===== config.mk =====
export PLATFORM = sky130hd
export DESIGN_NAME = alu_arbiter
export DESIGN_NICKNAME = d
export VERILOG_FILES = /design/src/rtl/alu_arbiter.sv
export SDC_FILE = /design/constraint.sdc
export NUM_CORES = 1
export LEC_CHECK = 0
export ABC_AREA = 1
export CAP_MARGIN = 20
export CORE_UTILIZATION = 34
export CTS_CLUSTER_SIZE = 40
export DETAILED_ROUTE_END_ITERATION = 12
export GPL_TIMING_DRIVEN = 0
export PLACE_DENSITY = 0.74
export SLEW_MARGIN = 20
export SYNTH_ARGS = -nofsm -noshare
export SYNTH_HDL_FRONTEND = slang
export SYNTH_SLANG_ARGS = --single-unit

===== constraint.sdc =====
create_clock -name clk -period 2.7 [get_ports clk]
set_input_delay 0.54 -clock clk [delete_from_list [all_inputs] [get_ports clk]]
set_output_delay 0.54 -clock clk [all_outputs]
set_load 0.02 [all_outputs]

===== src/rtl/alu_arbiter.sv =====
// Two-requester arbiter in front of the shared ALU: registers the winner's operation,
// drives exactly one bus enable for a single EXEC cycle and latches the compare flags.
module alu_arbiter #(
    parameter int WIDTH       = 32,
    parameter bit ROUND_ROBIN = 1'b1
) (
    input  logic             clk,
    input  logic             rst,
    input  logic             req0,
    input  logic [3:0]       op0,
    input  logic [WIDTH-1:0] a0,
    input  logic [WIDTH-1:0] b0,
    input  logic             req1,
    input  logic [3:0]       op1,
    input  logic [WIDTH-1:0] a1,
    input  logic [WIDTH-1:0] b1,
    output logic             gnt0,
    output logic             gnt1,
    output logic             err,
    output logic [WIDTH-1:0] alu_a,
    output logic [WIDTH-1:0] alu_b,
    output logic [3:0]       alu_op,
    output logic             alu_bus_en,
    output logic             alu_addr_en,
    input  logic             alu_eq,
    input  logic             alu_lt,
    input  logic             alu_ge,
    output logic             cmp_eq,
    output logic             cmp_lt,
    output logic             cmp_ge
);

    typedef enum logic {
        IDLE = 1'b0,
        EXEC = 1'b1
    } state_t;

    localparam logic [3:0] OP_LAST_LEGAL = 4'd6;

    state_t           state_q,   state_d;
    logic             prio_q,    prio_d;
    logic             owner_q,   owner_d;
    logic             gnt0_q,    gnt0_d;
    logic             gnt1_q,    gnt1_d;
    logic             err_q,     err_d;
    logic             bus_en_q,  bus_en_d;
    logic             addr_en_q, addr_en_d;
    logic [WIDTH-1:0] alu_a_q,   alu_a_d;
    logic [WIDTH-1:0] alu_b_q,   alu_b_d;
    logic [3:0]       alu_op_q,  alu_op_d;
    logic             cmp_eq_q,  cmp_eq_d;
    logic             cmp_lt_q,  cmp_lt_d;
    logic             cmp_ge_q,  cmp_ge_d;

    logic in_exec;
    logic req0_ok;
    logic req1_ok;
    logic win0;
    logic win1;

    function automatic logic op_legal(input logic [3:0] op);
        return op <= OP_LAST_LEGAL;
    endfunction

    always_comb begin
        // NOTE: every signal gets a default first so no path leaves it unassigned (no latch).
        state_d   = IDLE;
        prio_d    = prio_q;
        owner_d   = owner_q;
        gnt0_d    = 1'b0;
        gnt1_d    = 1'b0;
        err_d     = 1'b0;
        bus_en_d  = 1'b0;
        addr_en_d = 1'b0;
        alu_a_d   = alu_a_q;
        alu_b_d   = alu_b_q;
        alu_op_d  = alu_op_q;
        cmp_eq_d  = cmp_eq_q;
        cmp_lt_d  = cmp_lt_q;
        cmp_ge_d  = cmp_ge_q;

        in_exec = (state_q == EXEC);

        // The request already being executed is consumed by its grant.
        req0_ok = req0 && !(in_exec && !owner_q);
        req1_ok = req1 && !(in_exec &&  owner_q);

        if (ROUND_ROBIN) begin
            win0 = req0_ok && (!req1_ok || !prio_q);
            win1 = req1_ok && (!req0_ok ||  prio_q);
        end else begin
            // Fixed priority: a pending execute request, even while masked, keeps
            // the address path waiting.
            win0 = req0_ok;
            win1 = req1_ok && !req0;
        end

        if (in_exec) begin
            cmp_eq_d = alu_eq;
            cmp_lt_d = alu_lt;
            cmp_ge_d = alu_ge;
            prio_d   = !owner_q;
        end

        if (win0) begin
            state_d   = EXEC;
            owner_d   = 1'b0;
            alu_op_d  = op0;
            alu_a_d   = a0;
            alu_b_d   = b0;
            gnt0_d    = 1'b1;
            err_d     = !op_legal(op0);
            bus_en_d  = op_legal(op0);
        end else if (win1) begin
            state_d   = EXEC;
            owner_d   = 1'b1;
            alu_op_d  = op1;
            alu_a_d   = a1;
            alu_b_d   = b1;
            gnt1_d    = 1'b1;
            err_d     = !op_legal(op1);
            addr_en_d = op_legal(op1);
        end
    end

    // Async reset clears every strobe at once, aborting an EXEC in flight.
    always_ff @(posedge clk or posedge rst) begin
        if (rst) begin
            state_q   <= IDLE;
            prio_q    <= 1'b0;
            owner_q   <= 1'b0;
            gnt0_q    <= 1'b0;
            gnt1_q    <= 1'b0;
            err_q     <= 1'b0;
            bus_en_q  <= 1'b0;
            addr_en_q <= 1'b0;
            alu_a_q   <= '0;
            alu_b_q   <= '0;
            alu_op_q  <= '0;
            cmp_eq_q  <= 1'b0;
            cmp_lt_q  <= 1'b0;
            cmp_ge_q  <= 1'b0;
        end else begin
            // NOTE: non-blocking so every flop samples the pre-edge value of its _d.
            state_q   <= state_d;
            prio_q    <= prio_d;
            owner_q   <= owner_d;
            gnt0_q    <= gnt0_d;
            gnt1_q    <= gnt1_d;
            err_q     <= err_d;
            bus_en_q  <= bus_en_d;
            addr_en_q <= addr_en_d;
            alu_a_q   <= alu_a_d;
            alu_b_q   <= alu_b_d;
            alu_op_q  <= alu_op_d;
            cmp_eq_q  <= cmp_eq_d;
            cmp_lt_q  <= cmp_lt_d;
            cmp_ge_q  <= cmp_ge_d;
        end
    end

    assign gnt0        = gnt0_q;
    assign gnt1        = gnt1_q;
    assign err         = err_q;
    assign alu_a       = alu_a_q;
    assign alu_b       = alu_b_q;
    assign alu_op      = alu_op_q;
    assign alu_bus_en  = bus_en_q;
    assign alu_addr_en = addr_en_q;
    assign cmp_eq      = cmp_eq_q;
    assign cmp_lt      = cmp_lt_q;
    assign cmp_ge      = cmp_ge_q;

endmodule


==> impl_metrics.json <==
{
  "initial_utilization_pct": 35.2,
  "antenna_found_initial": 0,
  "worstSetupPathType": "reg -> out",
  "num-fill-cells": 938,
  "ys_async_sr_fraction_pct": 100,
  "synth-main-ff-cell": "dfrtp_1",
  "port-buffer-count": 218,
  "die_height_um": 105,
  "core-area_um2": 10300,
  "grt_remaining_overflow": 0,
  "nets": 792,
  "path_cells": "clkdlybuf4s50_1",
  "top_usage_layer": "met2",
  "dpl_worst_slack_ps": 492,
  "fin_util_pct": 60.5,
  "synth.yosys.seq_area_share_pct": 54.4,
  "final_cell_area_um2": 6250,
  "ctsHtreeMaxLevel": 3,
  "synth_area_leaders": "dfrtp_1, nand3_1, nand2_1",
  "p_leak_nw": 2.73,
  "cp.buffers_inverters": 1,
  "total_power_mw": 6.72,
  "clock_path_buffers": 2,
  "cp-end-kind": "output port",
  "syn-num-nets": 562,
  "post_cts_resized": 0,
  "cts_root_buffer": "clkbuf_8",
  "layout-drive-gt1-share_pct": 7.95,
  "synth_edf_count": 0,
  "hpwl_um": 9580,
  "fin_crit_sh_pct": 70.7,
  "firstDrtPassIters": 5,
  "maxCapViolCount": 0,
  "grt_pass1_wl_um": 20400,
  "netlist_top_cells_count": "nand3_1, dfrtp_1, nand2_1",
  "routed_wl_um": 13000,
  "grt_pass1_vias": 4083,
  "slowest_stage": "clkdlybuf4s50_1",
  "insertion_delay_ps": 340,
  "avgRoutedWirePerCell_um": 16.5,
  "worst_pin_slew_ps": 515,
  "startpoint": "alu_a[2]",
  "ys_warn_count": 0,
  "ant_nets": 0,
  "drc": 0,
  "grt_max_degree": 51,
  "numCtsBuffers": 9,
  "max_stage_delay_ps": 630,
  "worstPathRequired_ps": 2160,
  "rsz0062_at_grt": "no",
  "avgSynthCellArea_um2": 8.67,
  "crit_arrival_ps": 1370,
  "vias": 4079,
  "antenna_cells": 0,
  "setup_ws_ps": 791,
  "vdd_drop_max_uv": 489,
  "fp-row-count": 37,
  "fin_cells": 790,
  "post-cts-setup-buffers": 0,
  "dpl-instance-area_um2": 6020,
  "ios": 219,
  "cts-hold-fix-buffers": 0,
  "fin_crit_ps": 1910,
  "report.final.slew_viol_count": 0,
  "place.gp.congestion": 0.807,
  "pwr_density_cell_nw_per_um2": 1080,
  "rr_startpoint": "in_exec",
  "first_iter_violations": 354,
  "syn_area_um2": 3630,
  "placedCellCount": 774,
  "yosysMostFrequentCell": "nand3_1",
  "timing_hold_violations_final": 0,
  "use_met2_pct": 40.4,
  "finClkSkew_ps": 6.82,
  "cp_top_family": "buffers and inverters",
  "min_from": "alu_b[27]",
  "yosysUniqueCellTypes": 17,
  "hp-class": "reg -> reg",
  "track_usage_pct": 23.4,
  "die_w_um": 105,
  "netlist_instances": 419,
  "cts_tree": "built",
  "slew_headroom_pct": 65.7,
  "met3_usage_pct": 5.19,
  "synth_top_area_share_pct": 54.4,
  "dieArea_um2": 11100,
  "area_growth_pct": 71.9,
  "start_kind": "flop",
  "fmax_mhz": 524,
  "cts_sinks": 79,
  "vias_per_cell": 5.16,
  "status": "finished, final reports clean",
  "yosys.area.top_type": "dfrtp_1",
  "synth_seq_cells": 79,
  "cts.clk_slew.worst_paths_ps": 80,
  "setup_viol": 0,
  "path_max_fanout": 2,
  "use_met1_pct": 28.3
}
==> metal layers <==
layer	wire [um]	part of all wire, %
met1	5360	41
met2	6370	49
met3	1010	7.8
met4	263	2.0
met5	0	0
==> through the flow <==
step                      setup TNS (ps)  hold WS, ps
after floorplan                        0          532
after global placement            -96950          479
after detailed placement               0          481
after CTS                              0          503
after global routing                   0          526
final                                  0          498
==> layout make-up <==
class / count / area, um^2 / area share (%)
plain buffers: 36 / 208 / 3.32
clock buffers: 10 / 138 / 2.20
clock inverters: 6 / 93.8 / 1.50
inverters: 9 / 36.3 / 0.581
multi-input cells: 295 / 1420 / 22.7
flip-flops and latches: 79 / 1980 / 31.6
well taps: 136 / 170 / 2.72
repair buffers: 219 / 2210 / 35.4
==> power by group <==
group	leakage, nW	internal, mW	switching (mW)
combinational	1.67	1.64	1.98
clock	0.113	0.551	0.451
sequential	0.947	1.75	0.338
==> layout by cell type (no fill, tap or decap), types with 2 or more instances in the layout <==
cell,n
nor2_1,2
clkbuf_8,10
buf_2,13
buf_4,9
inv_1,6
nand2_1,78
buf_6,3
clkbuf_1,11
bufinv_16,2
clkinv_4,3
mux2_2,3
inv_2,2
clkdlybuf4s50_1,218
dfrtp_1,79
nand3_1,206
==> logic make-up after synthesis <==
group / after synthesis / share of synthesized area, %
multiplexers: 3 / 0.929
buffers and inverters: 45 / 6.64
AO/OA/AOI/OAI: 4 / 0.964
flip-flops: 79 / 54.4
AND/OR/NAND/NOR: 288 / 37.1
==> final timing paths <==
check                      slack, ps  cells past startpoint   endpoint
setup reg to reg                1050                      8  alu_a[16]
hold reg to reg                  500                      2  alu_b[27]
min in group asynchronous        540                      2   alu_b[3]
hold / removal                   500                      2  alu_b[27]
max in group asynchronous       1570                      3    in_exec
setup / recovery                 790                      1   alu_a[2]
No activity file was read; power rests on OpenSTA's default activity.
==> RTL edit, RTL diff (same flow settings) <==
Change the parameter `ROUND_ROBIN` from 1'b1 to 1'b0.
--- a/src/rtl/alu_arbiter.sv
+++ b/src/rtl/alu_arbiter.sv
@@ -2,7 +2,7 @@
 // drives exactly one bus enable for a single EXEC cycle and latches the compare flags.
 module alu_arbiter #(
     parameter int WIDTH       = 32,
-    parameter bit ROUND_ROBIN = 1'b1
+    parameter bit ROUND_ROBIN = 1'b0
 ) (
     input  logic             clk,
     input  logic             rst,
Formal check against the unedited RTL: not equivalent (a bounded check fails within 4 cycles, from zero or initial values and one cycle with rst high).
==> RTL edit against the unedited design <==
- first-iteration DRC count is 46% lower
- sequential cell count is 1 lower
- total power is 27% lower
- setup slack better by 0.032 ns
- area after synthesis up 16%
- register-to-register slack got worse by 0.07 ns
- final area up 11%
- synthesized cell count increased by 46%
- global-route usage is 2.1 points lower
- via count grew 10%
- sequential share of layout area fell by 3.5 points
- routed wire length rose by 1.5%
- largest cell class unchanged
- highest routed layer unchanged
==> RTL edit: results (changes against the unedited design) <==
STATUS
------------------------------------------------------------------------
Outcome                                                     finished, final reports clean   unchanged

SYNTH
------------------------------------------------------------------------
Commonest cells in the netlist                              nand2_1 (210), inv_1 (137), nand3_1 (135)   was nand3_1 (206), dfrtp_1 (79), nand2_1 (78)
Share of the yosys chip area belonging to registers               46.37%   was 54.39%
Complex-gate fraction of the synthesized area                    0.1189%   was 0.9639%
Biggest area contributors in the synthesized netlist        dfrtp_1 (46%), nand2_1 (19%), nand3_1 (16%)   was dfrtp_1 (54%), nand3_1 (28%), nand2_1 (8.1%)
Syn nets                                                             754   was 562
Post-synthesis mux area share                                    0.8026%   was 0.9294%
Post-synth top flop                                              dfrtp_1   unchanged
Post-synth cell types                                                 16   was 17

CELLS AND AREA
------------------------------------------------------------------------
Total of clock buffers placed in the layout                           13   was 10
Buffers, non-clock                                                   254   was 255
Multi-input logic area                                          1558 um2   was 1416 um2
Number of inverters outside the clock class in the layout            139   was 9
Layout cell share with drive strength beyond 1                    5.562%   was 7.951%
Seq cells                                                             78   was 79
Fill cell total of the finished layout                              1135   was 938
Proportion of final cell area spent on non-clock buffers          34.25%   was 38.69%
Share of the final layout cell area in sequential cells           28.12%   was 31.64%
Multi-input gate share of total cell area                         22.44%   was 22.67%
Clock network area share                                          4.614%   was 3.704%
Net count, final                                                     983   was 792
Multi-input gate count                                               358   was 295

GRT
------------------------------------------------------------------------
Total track usage                                                 21.23%   was 23.36%
Initial antenna violation count                                        0   unchanged
Vias in the first global route                                      4264   was 4083
Global-route wire length before repair                          21210 um   was 20400 um
Largest net degree at the start of global routing                     49   was 51

TIMING
------------------------------------------------------------------------
Slew at the pin closest to its max-slew limit                  0.5711 ns   was 0.5146 ns
Post-route clock skew                                        0.003894 ns   was 0.006818 ns

CLOCK TREE
------------------------------------------------------------------------
H-tree Lvls                                                            3   unchanged
CTS Root Buffer Type                                           clkbuf_16   was clkbuf_8
Clock-pin slew on the worst setup and hold paths                 0.06 ns   was 0.08 ns
Latest clock arrival within the worst-skew pair                  0.32 ns   was 0.34 ns

POWER AND IR DROP
------------------------------------------------------------------------
Sequential Power Share                                             33.4%   was 31.1%
Maximum VDD drop                                               0.4050 mV   was 0.4889 mV
Cell-internal power                                              3199 uW   was 3947 uW
Standby leakage power                                        0.003710 uW   was 0.002729 uW
Gate power share                                                   40.5%   was 54.0%
Share of total power consumed by net switching                    34.39%   was 41.27%

PLACEMENT
------------------------------------------------------------------------
Final GP Congestion                                               0.8037   was 0.8068
Count of port buffers added during placement                         217   was 218
Pre-CTS setup slack                                            0.6100 ns   was 0.4917 ns
HPWL Detailed                                                    9920 um   was 9577 um
DP Area                                                         6621 um2   was 6017 um2

WORST SETUP PATH
------------------------------------------------------------------------
Arrival time reported for the critical path endpoint             1.34 ns   was 1.37 ns
Biggest fanout along the worst timing path                             2   unchanged

DETAILED ROUTING
------------------------------------------------------------------------
First-iteration detailed-routing DRC count                           192   was 354
Via count                                                           4487   was 4079
Average wire per cell in the routed design                      13.02 um   was 16.46 um

RTL edit: per-stage QoR:
stage	util (%)	hold slack [ns]	total power, uW	std cells
floorplan	-	0.5415	2604	611
global placement	54.65	0.4559	3603	996
detailed placement	54.90	0.4644	3633	997
CTS	57.55	0.4807	4929	1013
global route	57.55	0.4913	5179	1013
finish	57.55	0.4770	4876	1013
RTL edit: layer usage:
layer	track usage (%)	part of all wire [%]	vias up
met4	7.018	1.5	0
li1	-	-	2277
met5	0	0	-
met3	4.874	8.3	14
met1	27.55	44	2023
met2	34.97	46	173
RTL edit: worst paths after layout:
path	startpoint	endpoint	slack, ns	cells after the start
min in group asynchronous	rst	alu_a[19]	0.57	2
worst min register to register	alu_a[2]	alu_a[2]	0.48	2
worst min-delay path	alu_a[2]	alu_a[2]	0.48	2
max in group asynchronous	rst	alu_b[29]	1.53	3
worst max register to register	in_exec	alu_a[20]	0.98	6
worst max-delay path	alu_b[23]	alu_b[23]	0.82	1
